`src/rtl/disp_pkg.sv`:
```
// disp_pkg: encodings shared by the OLED screen sequencer and the pixel mux.
//   ST_*   : 2-bit screen-select codes (00 = title/VT screen, others = element/battle)
//   PIX_W  : pixel index width seen by the mux
package disp_pkg;

  localparam logic [1:0] ST_TITLE     = 2'b00;
  localparam logic [1:0] ST_COUNTDOWN = 2'b01;
  localparam logic [1:0] ST_BATTLE    = 2'b10;
  localparam logic [1:0] ST_RESULT    = 2'b11;

  localparam int unsigned PIX_W = 16;

  typedef enum logic [1:0] {
    S_TITLE     = ST_TITLE,
    S_COUNTDOWN = ST_COUNTDOWN,
    S_BATTLE    = ST_BATTLE,
    S_RESULT    = ST_RESULT
  } disp_state_e;

  function automatic int unsigned max_u(input int unsigned a, input int unsigned b);
    return (a > b) ? a : b;
  endfunction

endpackage

```
`src/rtl/rise_detect.sv`:
```
// rise_detect: 1-bit rising-edge detector with a registered history bit.
//   clk, reset : clock and synchronous active-high reset (history cleared)
//   d          : level input
//   rise       : high in the cycle d is 1 and was 0 on the previous clock
module rise_detect (
  input  logic clk,
  input  logic reset,
  input  logic d,
  output logic rise
);

  logic d_q;

  always_ff @(posedge clk) begin
    if (reset) d_q <= 1'b0;
    else       d_q <= d;
  end

  // Combinational output so an edge can be applied in the cycle it arrives.
  assign rise = d & ~d_q;

endmodule

```
`src/rtl/disp_state_ctrl.sv`:
```
// disp_state_ctrl: frame-synchronous screen sequencer (title -> countdown ->
// battle -> result -> title). Screen changes only on frame_begin.
//   clk, reset     : clock, synchronous active-high reset
//   frame_begin    : one-cycle pulse at pixel index 0 of each frame
//   btn_start      : debounced start button (level)
//   game_over      : one-cycle pulse from the battle logic
//   winner         : battle winner, sampled with game_over
//   state          : screen select for the pixel mux
//   countdown      : digit 3/2/1 during countdown, 0 otherwise
//   result_winner  : latched winner shown on the result screen
//   battle_active  : enables the game logic while in battle
module disp_state_ctrl
  import disp_pkg::*;
#(
  parameter int unsigned CD_FRAMES     = 1017,
  parameter int unsigned RESULT_FRAMES = 3051
) (
  input  logic       clk,
  input  logic       reset,
  input  logic       frame_begin,
  input  logic       btn_start,
  input  logic       game_over,
  input  logic       winner,
  output logic [1:0] state,
  output logic [1:0] countdown,
  output logic       result_winner,
  output logic       battle_active
);

  localparam int unsigned CNT_MAX = max_u(CD_FRAMES, RESULT_FRAMES);
  localparam int unsigned CNT_W   = $clog2(CNT_MAX + 1);
  localparam logic [CNT_W-1:0] CD_LIM  = CNT_W'(CD_FRAMES);
  localparam logic [CNT_W-1:0] RES_LIM = CNT_W'(RESULT_FRAMES);

  disp_state_e      st_q, st_d;
  logic [CNT_W-1:0] cnt_q, cnt_d, cnt_inc;
  logic [1:0]       cd_q, cd_d;
  logic             pend_start_q, pend_start_d;
  logic             pend_over_q, pend_over_d;
  logic             pend_title_q, pend_title_d;
  logic             win_q, win_d;
  logic             battle_q;
  logic             btn_rise;

  rise_detect u_btn_rise (
    .clk   (clk),
    .reset (reset),
    .d     (btn_start),
    .rise  (btn_rise)
  );

  // Saturating increment: the counter never wraps.
  assign cnt_inc = (cnt_q == '1) ? cnt_q : cnt_q + 1'b1;

  // Pending flags are set first and then tested, so a request arriving in
  // the frame_begin cycle is applied in that same cycle.
  always_comb begin
    st_d         = st_q;
    cnt_d        = cnt_q;
    cd_d         = cd_q;
    pend_start_d = pend_start_q;
    pend_over_d  = pend_over_q;
    pend_title_d = pend_title_q;
    win_d        = win_q;

    unique case (st_q)
      S_TITLE: begin
        if (btn_rise) pend_start_d = 1'b1;
        if (frame_begin && pend_start_d) begin
          st_d  = S_COUNTDOWN;
          cd_d  = 2'd3;
          cnt_d = '0;
        end
      end
      S_COUNTDOWN: begin
        if (frame_begin) begin
          if (cnt_inc >= CD_LIM) begin
            cnt_d = '0;
            if (cd_q == 2'd1) begin
              st_d = S_BATTLE;
              cd_d = 2'd0;
            end else begin
              cd_d = cd_q - 2'd1;
            end
          end else begin
            cnt_d = cnt_inc;
          end
        end
      end
      S_BATTLE: begin
        // Only the first game_over latches the winner.
        if (game_over && !pend_over_q) begin
          pend_over_d = 1'b1;
          win_d       = winner;
        end
        if (frame_begin && pend_over_d) begin
          st_d  = S_RESULT;
          cnt_d = '0;
        end
      end
      S_RESULT: begin
        if (btn_rise) pend_title_d = 1'b1;
        if (frame_begin) begin
          if (pend_title_d || cnt_inc >= RES_LIM) begin
            st_d  = S_TITLE;
            cnt_d = '0;
          end else begin
            cnt_d = cnt_inc;
          end
        end
      end
      default: st_d = S_TITLE;
    endcase

    if (st_d != st_q) begin
      pend_start_d = 1'b0;
      pend_over_d  = 1'b0;
      pend_title_d = 1'b0;
    end
  end

  always_ff @(posedge clk) begin
    if (reset) begin
      st_q         <= S_TITLE;
      cnt_q        <= '0;
      cd_q         <= 2'd0;
      pend_start_q <= 1'b0;
      pend_over_q  <= 1'b0;
      pend_title_q <= 1'b0;
      win_q        <= 1'b0;
      battle_q     <= 1'b0;
    end else begin
      st_q         <= st_d;
      cnt_q        <= cnt_d;
      cd_q         <= cd_d;
      pend_start_q <= pend_start_d;
      pend_over_q  <= pend_over_d;
      pend_title_q <= pend_title_d;
      win_q        <= win_d;
      battle_q     <= (st_d == S_BATTLE);
    end
  end

  assign state         = st_q;
  assign countdown     = cd_q;
  assign result_winner = win_q;
  assign battle_active = battle_q;

endmodule
```
`config.mk`:
```
export PLATFORM = sky130hd
export DESIGN_NAME = disp_state_ctrl
export DESIGN_NICKNAME = d
export VERILOG_FILES = /design/src/rtl/disp_pkg.sv /design/src/rtl/rise_detect.sv /design/src/rtl/disp_state_ctrl.sv
export SDC_FILE = /design/constraint.sdc
export NUM_CORES = 1
export LEC_CHECK = 0
export ABC_CLOCK_PERIOD_IN_PS = 3100
export CAP_MARGIN = 10
export CORE_ASPECT_RATIO = 0.9
export CORE_UTILIZATION = 60
export CTS_BUF_LIST = sky130_fd_sc_hd__clkbuf_8
export DETAILED_ROUTE_END_ITERATION = 10
export DONT_BUFFER_PORTS = 1
export PLACE_DENSITY = 0.76
export REMOVE_ABC_BUFFERS = 1
export SYNTH_ARGS = -nofsm -noshare
export SYNTH_HDL_FRONTEND = slang
export SYNTH_SLANG_ARGS = --single-unit
```
`constraint.sdc`:
```
create_clock -name clk -period 3.1 [get_ports clk]
set_clock_uncertainty 0.05 [all_clocks]
set_input_delay 0.31 -clock clk [delete_from_list [all_inputs] [get_ports clk]]
set_output_delay 0.31 -clock clk [all_outputs]
set_load 0.05 [all_outputs]
```
**After elaboration in Yosys (flattened, before gate mapping)**

Cells that the tools add are included.

- Register bits after elaboration: 22
- Latch bits: 0
- Memory bits (writable): 0
- ROM bits: 0
- Input bits: 6
- Output and inout port bits: 6
- Logic and storage cells: 65
- Memories kept: 0

- $add $sub $neg: 2
- Multiply operators: 0
- Div/mod/pow operators: 0
- Magnitude comparators: 2
- Equality and inequality tests: 12
- Shift operators: 0
- Mux-type cells: 27
- Bitwise gates (word level): 2
- Reduce and logical (&&, ||, !) cells: 11

Operator list:

| cell | number |
|---|---|
| $mux 12 | 7 |
| $pmux 12 s4 | 1 |
| $mux 2 | 11 |
| $add 12x1->12 const B | 1 |
| $eq 12x12->1 const B | 1 |
| $ge 12x10->1 const B | 1 |
| $ge 12x12->1 const B | 1 |
| $ne 2x2->1 const B | 5 |
| $pmux 2 s4 | 1 |
| $reduce_and 4->1 | 2 |
| $eq 2x2->1 const B | 3 |
| $mux 1 | 6 |
| $eq 2x1->1 const B | 2 |
| $pmux 2 s2 | 1 |
| $logic_and 1x1->1 | 3 |
| $logic_not 2->1 | 1 |
| $ne 2x2->1 | 1 |
| $reduce_and 2->1 | 1 |
| $reduce_bool 2->1 | 1 |
| $reduce_or 2->1 | 1 |
| $sub 2x1->2 const B | 1 |
| $and 1x1->1 | 1 |
| $logic_not 1->1 | 1 |
| $logic_or 1x1->1 | 1 |
| $not 1->1 | 1 |

**Logic depth before layout (Yosys ltp)**

Gate-level depths: netlist (run 1).

- Depth after elaboration: 10
- Mapped depth: 10
- Depth with buffers taken out: 9

**By module**

A second synthesis (run 1) with hierarchy kept.

- Cell total of the unflattened synthesis: 209
- Area, all modules: 1679.1 um^2

Modules (own cells, without submodules):

| module | instances | cells each | area an instance (um^2) | seq. area each (um^2) |
|---|---|---|---|---|
| disp_state_ctrl | 1 | 206 | 1631.6 | 420.4 |
| rise_detect | 1 | 3 | 47.5 | 20.0 |

**Worst setup path before layout (run 1)**

OpenSTA, ideal clock, no wires.

- Path kind: register -> register
- Start: register cnt_q[1]
- End: register cnt_q[1]
- Library setup time: 0.071 ns
- Arrival time: 2.374 ns
- Setup slack: 0.606 ns
- Cell stages (with the launch flop): 11
- Path buffers: 1
- Period minus slack after synthesis: 2.494 ns
- Path through: dfxtp_1 ha_1 buf_2 nand3_2 or2_4 nor2_2 a21oi_2 a211oi_4 a31oi_4 or4_1 a21oi_1

- Word-level cells in the longest chain between the ends: 7
- Elaborated cells on any way between the ends: 11
- Those cells by class: add/sub: 1; order compare: 2; eq/ne: 1; mux: 6; reduce/logical: 1

Ends and longest elaborated chain:

| element | line | source |
|---|---|---|
| start: declaration | disp_state_ctrl.sv:36 | `logic [CNT_W-1:0] cnt_q, cnt_d, cnt_inc;` |
| start signal: assignment | disp_state_ctrl.sv:134 | `cnt_q <= cnt_d;` |
| $add 12x1->12 or $eq 12x12->1 (tied branches) | disp_state_ctrl.sv:53 | `assign cnt_inc = (cnt_q == '1) ? cnt_q : cnt_q + 1'b1;` |
| $mux 12 * | disp_state_ctrl.sv:53 |  |
| $ge 12x12->1 | disp_state_ctrl.sv:104 | `if (pend_title_d \|\| cnt_inc >= RES_LIM) begin` |
| $logic_or 1x1->1 | disp_state_ctrl.sv:104 |  |
| $mux 12 | disp_state_ctrl.sv:104 |  |
| $mux 12 | disp_state_ctrl.sv:103 | `if (frame_begin) begin` |
| $pmux 12 s4 * | disp_state_ctrl.sv:66 | `unique case (st_q)` |

Every way passes the cells marked *; elsewhere a longest branch is shown, timed or not. The select of a mux whose other input is x is not followed.
A chain may end at the register's enable or synchronous reset.

**Worst setup path after layout (run 1)**

- Start: register cnt_q[0]
- End: register cnt_q[1]

The elaborated chain is that of the path after synthesis.

==> results.json, run 1 <==
{
  "drtPass1Iterations": 4,
  "crit_fanout": 10,
  "track_usage_pct": 29.2,
  "num_vias": 1538,
  "ios": 12,
  "postCtsSetupRepairBufs": 0,
  "final_area_mm2": 0.00163,
  "yosys.area.top_type": "dfxtp_1",
  "dpl.hpwl_um": 2840,
  "antenna_found_initial": 0,
  "synth_top_area_share_pct": 28.2,
  "clk_root_buffer_cell": "clkbuf_8",
  "critPathBufInv": 0,
  "fin_nets": 207,
  "end_kind": "flop",
  "clk_latency_ns": 0.26,
  "areaGrowthSynthToFinish_pct": 4.17,
  "drt_iter0_drc": 89,
  "max_cap_violations": 0,
  "synthTopCellsByArea": "dfxtp_1, nand2_1, a21oi_1",
  "power.switching_uw": 147,
  "clockBufferDepth": 2,
  "yosysSeqAreaShare_pct": 28.2,
  "synth-seq-cells": 22,
  "worstSetupPathType": "flop to flop",
  "status": "complete, no violations",
  "setup.worst_path.start_class": "flop",
  "die_width_um": 55.8,
  "fp.dieH_um": 50.4,
  "worstMarginPinSlew_ns": 0.663,
  "ctsHoldBuffers": 0,
  "combPwrFrac_pct": 10.4,
  "critPathSlowestCell": "or4_1",
  "synthTopCellsByCount": "nand2_1, dfxtp_1, a21oi_1",
  "p_clk_share_pct": 35.6,
  "path_delay_family": "simple AND/OR/NAND/NOR gates",
  "hp-class": "input port to flop",
  "postSynthAreaPerCell_um2": 7.80,
  "crit_path_max_incr_delay_ns": 0.55,
  "drive_above_1_share_pct": 12.1,
  "gp_congestion": 0.978,
  "synth_edf_count": 0,
  "async_flop_share_pct": 0,
  "cp_cell_sequence": "ha_1 -> nand3_2 -> or2_4 -> nor2_2 -> a21oi_2 -> a211oi_4 -> a31oi_4 -> or4_1 -> a21oi_1",
  "initial_core_util_pct": 63.2,
  "clkSlewWorstSetupHoldPaths_ns": 0.08,
  "seqPwrFrac_pct": 54.0,
  "numPortBuffers": 0,
  "ir_drop_mv": 0.441,
  "dieArea_mm2": 0.00281,
  "wl_um": 3820,
  "hold_viol": 0,
  "cp.arrival_ns": 3.07,
  "cts_tree": "built",
  "synthesis.instances": 200,
  "p_per_area_mw_per_mm2": 351,
  "swShare_pct": 25.7,
  "via_per_inst": 6.81,
  "synth_ff_type": "dfxtp_1",
  "grt_pass1_vias": 1361,
  "grt_max_degree": 18,
  "core_mm2": 0.00247,
  "report.final.slew_viol_count": 0,
  "drc": 0,
  "synth.cell_area_mm2": 0.00156,
  "ctsResizeCount": 0,
  "slew-limit-headroom_pct": 55.4,
  "grt-ovfl-total": 0,
  "ant_nets": 0,
  "h-tree-depth": 1,
  "yosysMostFrequentCell": "nand2_1",
  "cts.sinks": 22,
  "rows": 17,
  "rsz0062_at_grt": "no",
  "synth_cell_types": 61,
  "tns_ns": 0,
  "cts_inserted_buffers": 3,
  "grt_pass1_wl_um": 6470,
  "fill_cells": 216,
  "place_area_mm2": 0.00157,
  "wl_per_cell_um": 16.9,
  "diodes": 0,
  "required_ns": 3.25,
  "intPower_uw": 425,
  "period_minus_slack_ns": 2.92,
  "setup_viol": 0,
  "ys_warn_count": 0,
  "p_leak_nw": 0.541,
  "period_share_pct": 94.1,
  "clock.fmax_mhz": 343
}
[logic make-up (layout without fill, tap and decap cells)]
family	Yosys count	in the layout	synth area share, %
simple gates	83	83	29.4
mux	3	3	2.00
fa+ha+maj	2	2	1.60
xor+xnor	2	2	1.12
flops	22	22	28.2
buf+inv	17	15	5.45
compound gates	71	71	32.2
[placed cells by master (no fill, tap or decap), types with 4 or more instances in the layout]
cell type | synthesis | layout
nand2_1 | 23 | 23
nor3_1 | 8 | 8
a21oi_1 | 17 | 17
nor2b_1 | 6 | 6
a31oi_1 | 6 | 6
o21ai_0 | 6 | 6
buf_4 | 4 | 5
a211oi_1 | 4 | 4
inv_1 | 6 | 6
o21ai_1 | 6 | 6
o21a_1 | 5 | 5
nor2_1 | 16 | 16
clkbuf_8 | 0 | 4
dfxtp_1 | 22 | 22
[registers in the layout (all words and copies together), names as in the netlist]
name / flops
result_winner: 1
pend_over_q: 1
state: 2
cnt_q: 12
u_btn_rise.d_q: 1
pend_start_q: 1
countdown: 2
pend_title_q: 1
battle_active: 1
[metrics by stage]
stage	util, %	hold slack, ns	cells	power [mW]	setup WS, ns
2_1_floorplan	-	0.329	189	0.357	0.497
3_3_place_gp	63.6	0.333	222	0.371	0.311
3_5_place_dp	63.6	0.334	222	0.373	0.242
4_1_cts	65.9	0.0525	226	0.574	0.213
5_1_grt	65.9	0.0449	226	0.595	0.00113
6_report	65.9	0.0559	226	0.571	0.181
[final cells by class]
type	count	area [um^2]	share of cell area (%)
multi-input cells	161	1030	63.7
flip-flops and latches	22	440	27.1
clock buffers	4	55.1	3.39
repair buffers	5	37.5	2.31
well taps	28	35.0	2.16
inverters	6	22.5	1.39
[worst register-to-register path, stage by stage (launching register included)]
cell      delay (ns)
dfxtp_1         0.51
ha_1            0.38
nand3_2         0.18
or2_4           0.31
nor2_2          0.15
a21oi_2         0.12
a211oi_4        0.30
a31oi_4         0.18
or4_1           0.55
a21oi_1         0.14
[power groups by stage]
stage	registers [mW]	logic [mW]	clock network [mW]
finish	0.309	0.0594	0.203
global placement	0.315	0.0566	0
detailed placement	0.315	0.0579	0
CTS	0.308	0.0588	0.207
floorplan	0.317	0.0396	0
global route	0.310	0.0660	0.219
[path summary, 6_finish.rpt]
kind / cells past startpoint / from / to / slack, ns
min: 1 / reset / u_btn_rise.d_q / 0.06
max reg2reg: 9 / cnt_q[0] / cnt_q[1] / 0.18
max: 9 / cnt_q[0] / cnt_q[1] / 0.18
min reg2reg: 2 / pend_start_q / pend_start_q / 0.46
[routing by layer]
metal | up-vias | GRT usage (%) | wire (um) | share of wire, %
met5 | - | 0 | 0 | 0
met2 | 62 | 42.8 | 1660 | 43
met1 | 732 | 44.3 | 1850 | 49
li1 | 740 | - | - | -
met3 | 4 | 5.15 | 273 | 7.2
met4 | 0 | 6.67 | 31 | 0.81
(Power assumes the default switching activity.)
==> run 2: changes to the inputs <==
--- a/config.mk
+++ b/config.mk
@@ -6,12 +6,13 @@
 export NUM_CORES = 1
 export LEC_CHECK = 0
 export ABC_CLOCK_PERIOD_IN_PS = 3100
-export CAP_MARGIN = 10
+export CAP_MARGIN = 20
 export CORE_ASPECT_RATIO = 0.9
 export CORE_UTILIZATION = 60
 export CTS_BUF_LIST = sky130_fd_sc_hd__clkbuf_8
 export DETAILED_ROUTE_END_ITERATION = 10
 export DONT_BUFFER_PORTS = 1
+export MAX_ROUTING_LAYER = met4
 export PLACE_DENSITY = 0.76
 export REMOVE_ABC_BUFFERS = 1
 export SYNTH_ARGS = -nofsm -noshare
==> run 2 against run 1 <==
- power rose by 12%
- sequential share of layout area shrank 0.27 points
- final area up 1.0%
- combinational power grew 5.2%
- via count is 3.0% higher
- core utilization grew 0.66 points
- clock power is 33% higher
- global-route usage is 1.7 points higher
- sequential cell count unchanged
- cell count unchanged
- critical path type unchanged
- critical endpoint unchanged
- largest power group unchanged
- highest routed layer unchanged
==> results.json, run 2 (same netlist as run 1, synthesis figures left out) <==
{
  "whs_path_depth": 1,
  "diodes": 0,
  "use_met2_pct": 47.2,
  "cp.arrival_ns": 3.05,
  "ios": 12,
  "wl_um": 3880,
  "grt_max_degree": 18,
  "grt-ovfl-total": 0,
  "p_leak_nw": 0.548,
  "worstHoldStart": "reset",
  "worstMarginPinSlew_ns": 0.645,
  "setup_ws_ns": 0.200,
  "pre_cts_ws_ns": 0.270,
  "ctsHoldBuffers": 0,
  "ant_nets": 0,
  "hold_end": "state[0]",
  "tns_ns": 0,
  "hp-class": "input port to flop",
  "grt-busiest-layer": "met2",
  "antenna_found_initial": 0,
  "final_core_util_pct": 66.5,
  "period_share_pct": 93.5,
  "grt_pass1_vias": 1363,
  "required_ns": 3.25,
  "clockBufferDepth": 2,
  "reg2regPathDepth": 9,
  "rsz0062_at_grt": "no",
  "cts.sinks": 22,
  "crit_fanout": 10,
  "rows": 17,
  "fp.dieH_um": 50.4,
  "setup_viol": 0,
  "clock.fmax_mhz": 345,
  "via_per_inst": 7.01,
  "drc": 0,
  "num_vias": 1584,
  "grt_pass1_wl_um": 6620,
  "worstSetupPathType": "flop to flop",
  "layout_common_cells": "nand2_1, dfxtp_1, a21oi_1, nor2_1, nor3_1",
  "p_per_area_mw_per_mm2": 388,
  "drtPass1Iterations": 4,
  "die_width_um": 55.8,
  "drive_above_1_share_pct": 12.1,
  "end_kind": "flop",
  "use_met3_pct": 7.22,
  "clk_latency_ns": 0.27,
  "final_common_cell": "nand2_1",
  "reg2reg_to": "cnt_q[1]",
  "numPortBuffers": 0,
  "status": "complete, no violations",
  "areaGrowthSynthToFinish_pct": 5.21,
  "regMostFlops": "cnt_q",
  "clkSlewWorstSetupHoldPaths_ns": 0.09,
  "period_minus_slack_ns": 2.90,
  "slew-limit-headroom_pct": 56.6,
  "ir_drop_mv": 0.393,
  "h-tree-depth": 1,
  "dpl.hpwl_um": 2860,
  "cts_tree": "built",
  "ctsResizeCount": 0,
  "postCtsSetupRepairBufs": 0,
  "gp_congestion": 0.965,
  "r2r-start": "cnt_q[0]",
  "max_cap_violations": 0,
  "drt_iter0_drc": 123,
  "setup.worst_path.start_class": "flop",
  "hold_viol": 0,
  "gr-usage-met1_pct": 41.6,
  "dieArea_mm2": 0.00281,
  "initial_core_util_pct": 63.2,
  "cts_inserted_buffers": 3,
  "core_mm2": 0.00247,
  "rrSetupSlack_ns": 0.20,
  "track_usage_pct": 30.9,
  "largest_register_ffs": 12,
  "fin_nets": 207,
  "wl_per_cell_um": 17.2,
  "report.final.slew_viol_count": 0,
  "clk_root_buffer_cell": "clkbuf_8"
}
==> run 2: cell count changes in the layout (fill, tap and decap cells not counted) <==
| cell | previous run | this run |
|---|---|---|
| bufinv_16 | 0 | 1 |
| clkbuf_8 | 4 | 3 |
==> run 2: layout make-up <==
class / instances / area (um^2)
Inverter: 6 / 22.5
Clock inverter: 1 / 30.0
Tap cell: 28 / 35.0
Sequential cell: 22 / 440
Multi-Input combinational cell: 161 / 1030
Clock buffer: 3 / 41.3
Timing Repair Buffer: 5 / 37.5
Fill cell: 212 / 826
==> run 2: critical path: stages (launching register included) <==
cell and delay [ns]:
dfxtp_1 0.50, ha_1 0.37, nand3_2 0.18, or2_4 0.31
nor2_2 0.14, a21oi_2 0.11, a211oi_4 0.31, a31oi_4 0.18
or4_1 0.54, a21oi_1 0.15
==> run 2: per-stage QoR <==
| stage | instances | cell area (um^2) | power, mW | hold slack (ns) |
|---|---|---|---|---|
| CTS | 226 | 1640 | 0.636 | 0.0493 |
| finish | 226 | 1640 | 0.637 | 0.0517 |
| global route | 226 | 1640 | 0.658 | 0.0411 |
| global placement | 222 | 1570 | 0.372 | 0.333 |
| floorplan | 189 | 1500 | 0.357 | 0.329 |
| detailed placement | 222 | 1570 | 0.373 | 0.335 |
==> run 2: power by group <==
group | leakage, nW | switching [mW] | internal, mW
Clock | 0.0357 | 0.0969 | 0.173
Sequential | 0.178 | 0.0164 | 0.289
Combinational | 0.334 | 0.0401 | 0.0223
==> run 2: worst max-delay path by stage <==
stage	startpoint	endpoint
after floorplan	cnt_q[0]	cnt_q[1]
after global placement	cnt_q[0]	cnt_q[1]
after detailed placement	cnt_q[0]	cnt_q[1]
after CTS	cnt_q[0]	cnt_q[1]
after global routing	cnt_q[0]	cnt_q[1]
final	cnt_q[0]	cnt_q[1]
==> run 2: layer usage <==
| metal | vias to the layer above | wire, um |
|---|---|---|
| met2 | 87 | 1770 |
| met4 | 0 | 16 |
| met3 | 4 | 456 |
| li1 | 741 | - |
| met1 | 752 | 1640 |
| met5 | - | 0 |
==> run 3: changes to the inputs <==
--- a/config.mk
+++ b/config.mk
@@ -8,6 +8,7 @@
 export ABC_CLOCK_PERIOD_IN_PS = 3100
 export CAP_MARGIN = 20
 export CORE_ASPECT_RATIO = 0.9
+export CORE_MARGIN = 2
 export CORE_UTILIZATION = 60
 export CTS_BUF_LIST = sky130_fd_sc_hd__clkbuf_8
 export DETAILED_ROUTE_END_ITERATION = 10
==> constraint.sdc (replaced) <==
create_clock -name clk -period 3.1 [get_ports clk]
set_clock_uncertainty 0.05 [all_clocks]
set_input_delay 0.775 -clock clk [delete_from_list [all_inputs] [get_ports clk]]
set_output_delay 0.775 -clock clk [all_outputs]
set_load 0.05 [all_outputs]
==> run 3 against run 2 <==
- first-iteration DRC count is the same
- cell count is 0.44% higher
- via count is 0.51% lower
- final area increased by 0.46%
- worst hold slack better by 0.43 ns
- routed wire length up 5.0%
- combinational power down 0.6%
- largest cell class unchanged
- core utilization up 0.30 points
- register-to-register slack gained 0.10 ns
- largest power group unchanged
- clock power barely moved
- sequential power rose by 1%
- critical endpoint unchanged
==> results.json, run 3 (same netlist as run 1, synthesis figures left out) <==
{
  "grt-ovfl-total": 0,
  "worstHoldStart": "pend_start_q",
  "hold_viol": 0,
  "rrSetupSlack_ns": 0.30,
  "hold_ws_ns": 0.480,
  "drive_above_1_share_pct": 12.6,
  "status": "complete, no violations",
  "die_width_um": 57.8,
  "diodes": 0,
  "drc": 0,
  "r2r-start": "cnt_q[0]",
  "wl_per_cell_um": 18.0,
  "num_vias": 1576,
  "p_leak_nw": 0.552,
  "fp.dieH_um": 52.4,
  "layout_common_cells": "nand2_1, dfxtp_1, a21oi_1, nor2_1, nor3_1",
  "track_usage_pct": 29.3,
  "numPortBuffers": 0,
  "initial_core_util_pct": 63.2,
  "ctsHoldBuffers": 0,
  "via_per_inst": 6.94,
  "areaGrowthSynthToFinish_pct": 5.69,
  "h-tree-depth": 1,
  "worstSetupPathType": "flop to flop",
  "rsz0062_at_grt": "no",
  "slew-limit-headroom_pct": 61.1,
  "setup_viol": 0,
  "grt_pass1_wl_um": 6690,
  "core_mm2": 0.00247,
  "required_ns": 3.26,
  "whs_path_depth": 2,
  "antenna_found_initial": 0,
  "clockBufferDepth": 2,
  "max_cap_violations": 0,
  "dieArea_mm2": 0.00302,
  "worstMarginPinSlew_ns": 0.582,
  "crit_fanout": 10,
  "gp_congestion": 0.974,
  "rows": 17,
  "drt_iter0_drc": 123,
  "grt_pass1_vias": 1437,
  "end_kind": "flop",
  "tns_ns": 0,
  "largest_register_ffs": 12,
  "clock.fmax_mhz": 357,
  "cts.sinks": 22,
  "hold_end": "pend_start_q",
  "postCtsSetupRepairBufs": 0,
  "cts_tree": "built",
  "period_minus_slack_ns": 2.80,
  "clk_root_buffer_cell": "clkbuf_8",
  "ctsResizeCount": 0,
  "dpl.hpwl_um": 2980,
  "setup.worst_path.start_class": "flop",
  "crit_path_max_incr_delay_ns": 0.54,
  "report.final.slew_viol_count": 0,
  "final_common_cell": "nand2_1",
  "ant_nets": 0,
  "period_share_pct": 90.3,
  "grt_max_degree": 18,
  "fin_nets": 208,
  "reg2regPathDepth": 9,
  "crit_path_start": "cnt_q[0]",
  "critPathSlowestCell": "or4_1",
  "clk_latency_ns": 0.27,
  "cts_inserted_buffers": 3,
  "hp-class": "flop to flop",
  "reg2reg_to": "cnt_q[1]",
  "p_per_area_mw_per_mm2": 389,
  "cp_cell_sequence": "ha_1 -> nand3_2 -> or2_4 -> nor2_2 -> a21oi_2 -> a211oi_4 -> a31oi_4 -> or4_1 -> a21oi_1",
  "wl_um": 4080,
  "ios": 12,
  "fill_cells": 198,
  "clkSlewWorstSetupHoldPaths_ns": 0.09,
  "ir_drop_mv": 0.371,
  "drtPass1Iterations": 5,
  "cp.arrival_ns": 2.95,
  "regMostFlops": "cnt_q"
}
run 3: worst max-delay path by stage:
stage / endpoint / slack [ns] / cells after the start
floorplan: cnt_q[1] / 0.50 / 9
detailed placement: cnt_q[1] / 0.39 / 9
finish: cnt_q[1] / 0.30 / 9
CTS: cnt_q[1] / 0.35 / 9
global placement: cnt_q[1] / 0.46 / 9
global route: cnt_q[1] / 0.1 / 9
run 3: worst max-delay path: cells and delay by family, from the launching register on:
family	cells	cell delay, ns
adders and majority gates	1	0.25
DFF	1	0.50
AOI/OAI and AO/OA	4	0.77
and+or+nand+nor	4	1.15
run 3: stage by stage:
stage / std cells / instance area [um^2] / worst slack (ns) / power (mW) / utilization (%)
6_report: 227 / 1650 / 0.301 / 0.641 / 66.8
5_1_grt: 227 / 1650 / 0.0978 / 0.660 / 66.8
4_1_cts: 227 / 1650 / 0.346 / 0.639 / 66.8
3_5_place_dp: 223 / 1580 / 0.387 / 0.376 / 63.9
3_3_place_gp: 223 / 1580 / 0.458 / 0.374 / 63.9
2_1_floorplan: 189 / 1500 / 0.497 / 0.357 / -
run 3: power breakdown:
part	leakage, nW	internal (mW)	switching [mW]
Sequential	0.178	0.289	0.0203
Combinational	0.338	0.0242	0.0378
Clock	0.0357	0.173	0.0970
Total	0.552	0.486	0.155
run 3: area by class of cell:
class	count	area [um^2]	share of cell area (%)
multi-input cells	161	1030	62.7
well taps	28	35.0	2.12
repair buffers	6	45.0	2.73
clock inverters	1	30.0	1.82
flip-flops and latches	22	440	26.7
clock buffers	3	41.3	2.50
inverters	6	22.5	1.37
run 3: routing by layer:
layer	global-route usage, %	up-vias	share of wire (%)
met5	-	-	0
met4	8.53	0	1.3
met3	5.19	10	11
met2	43.4	96	45
met1	41.1	721	43
li1	-	749	-
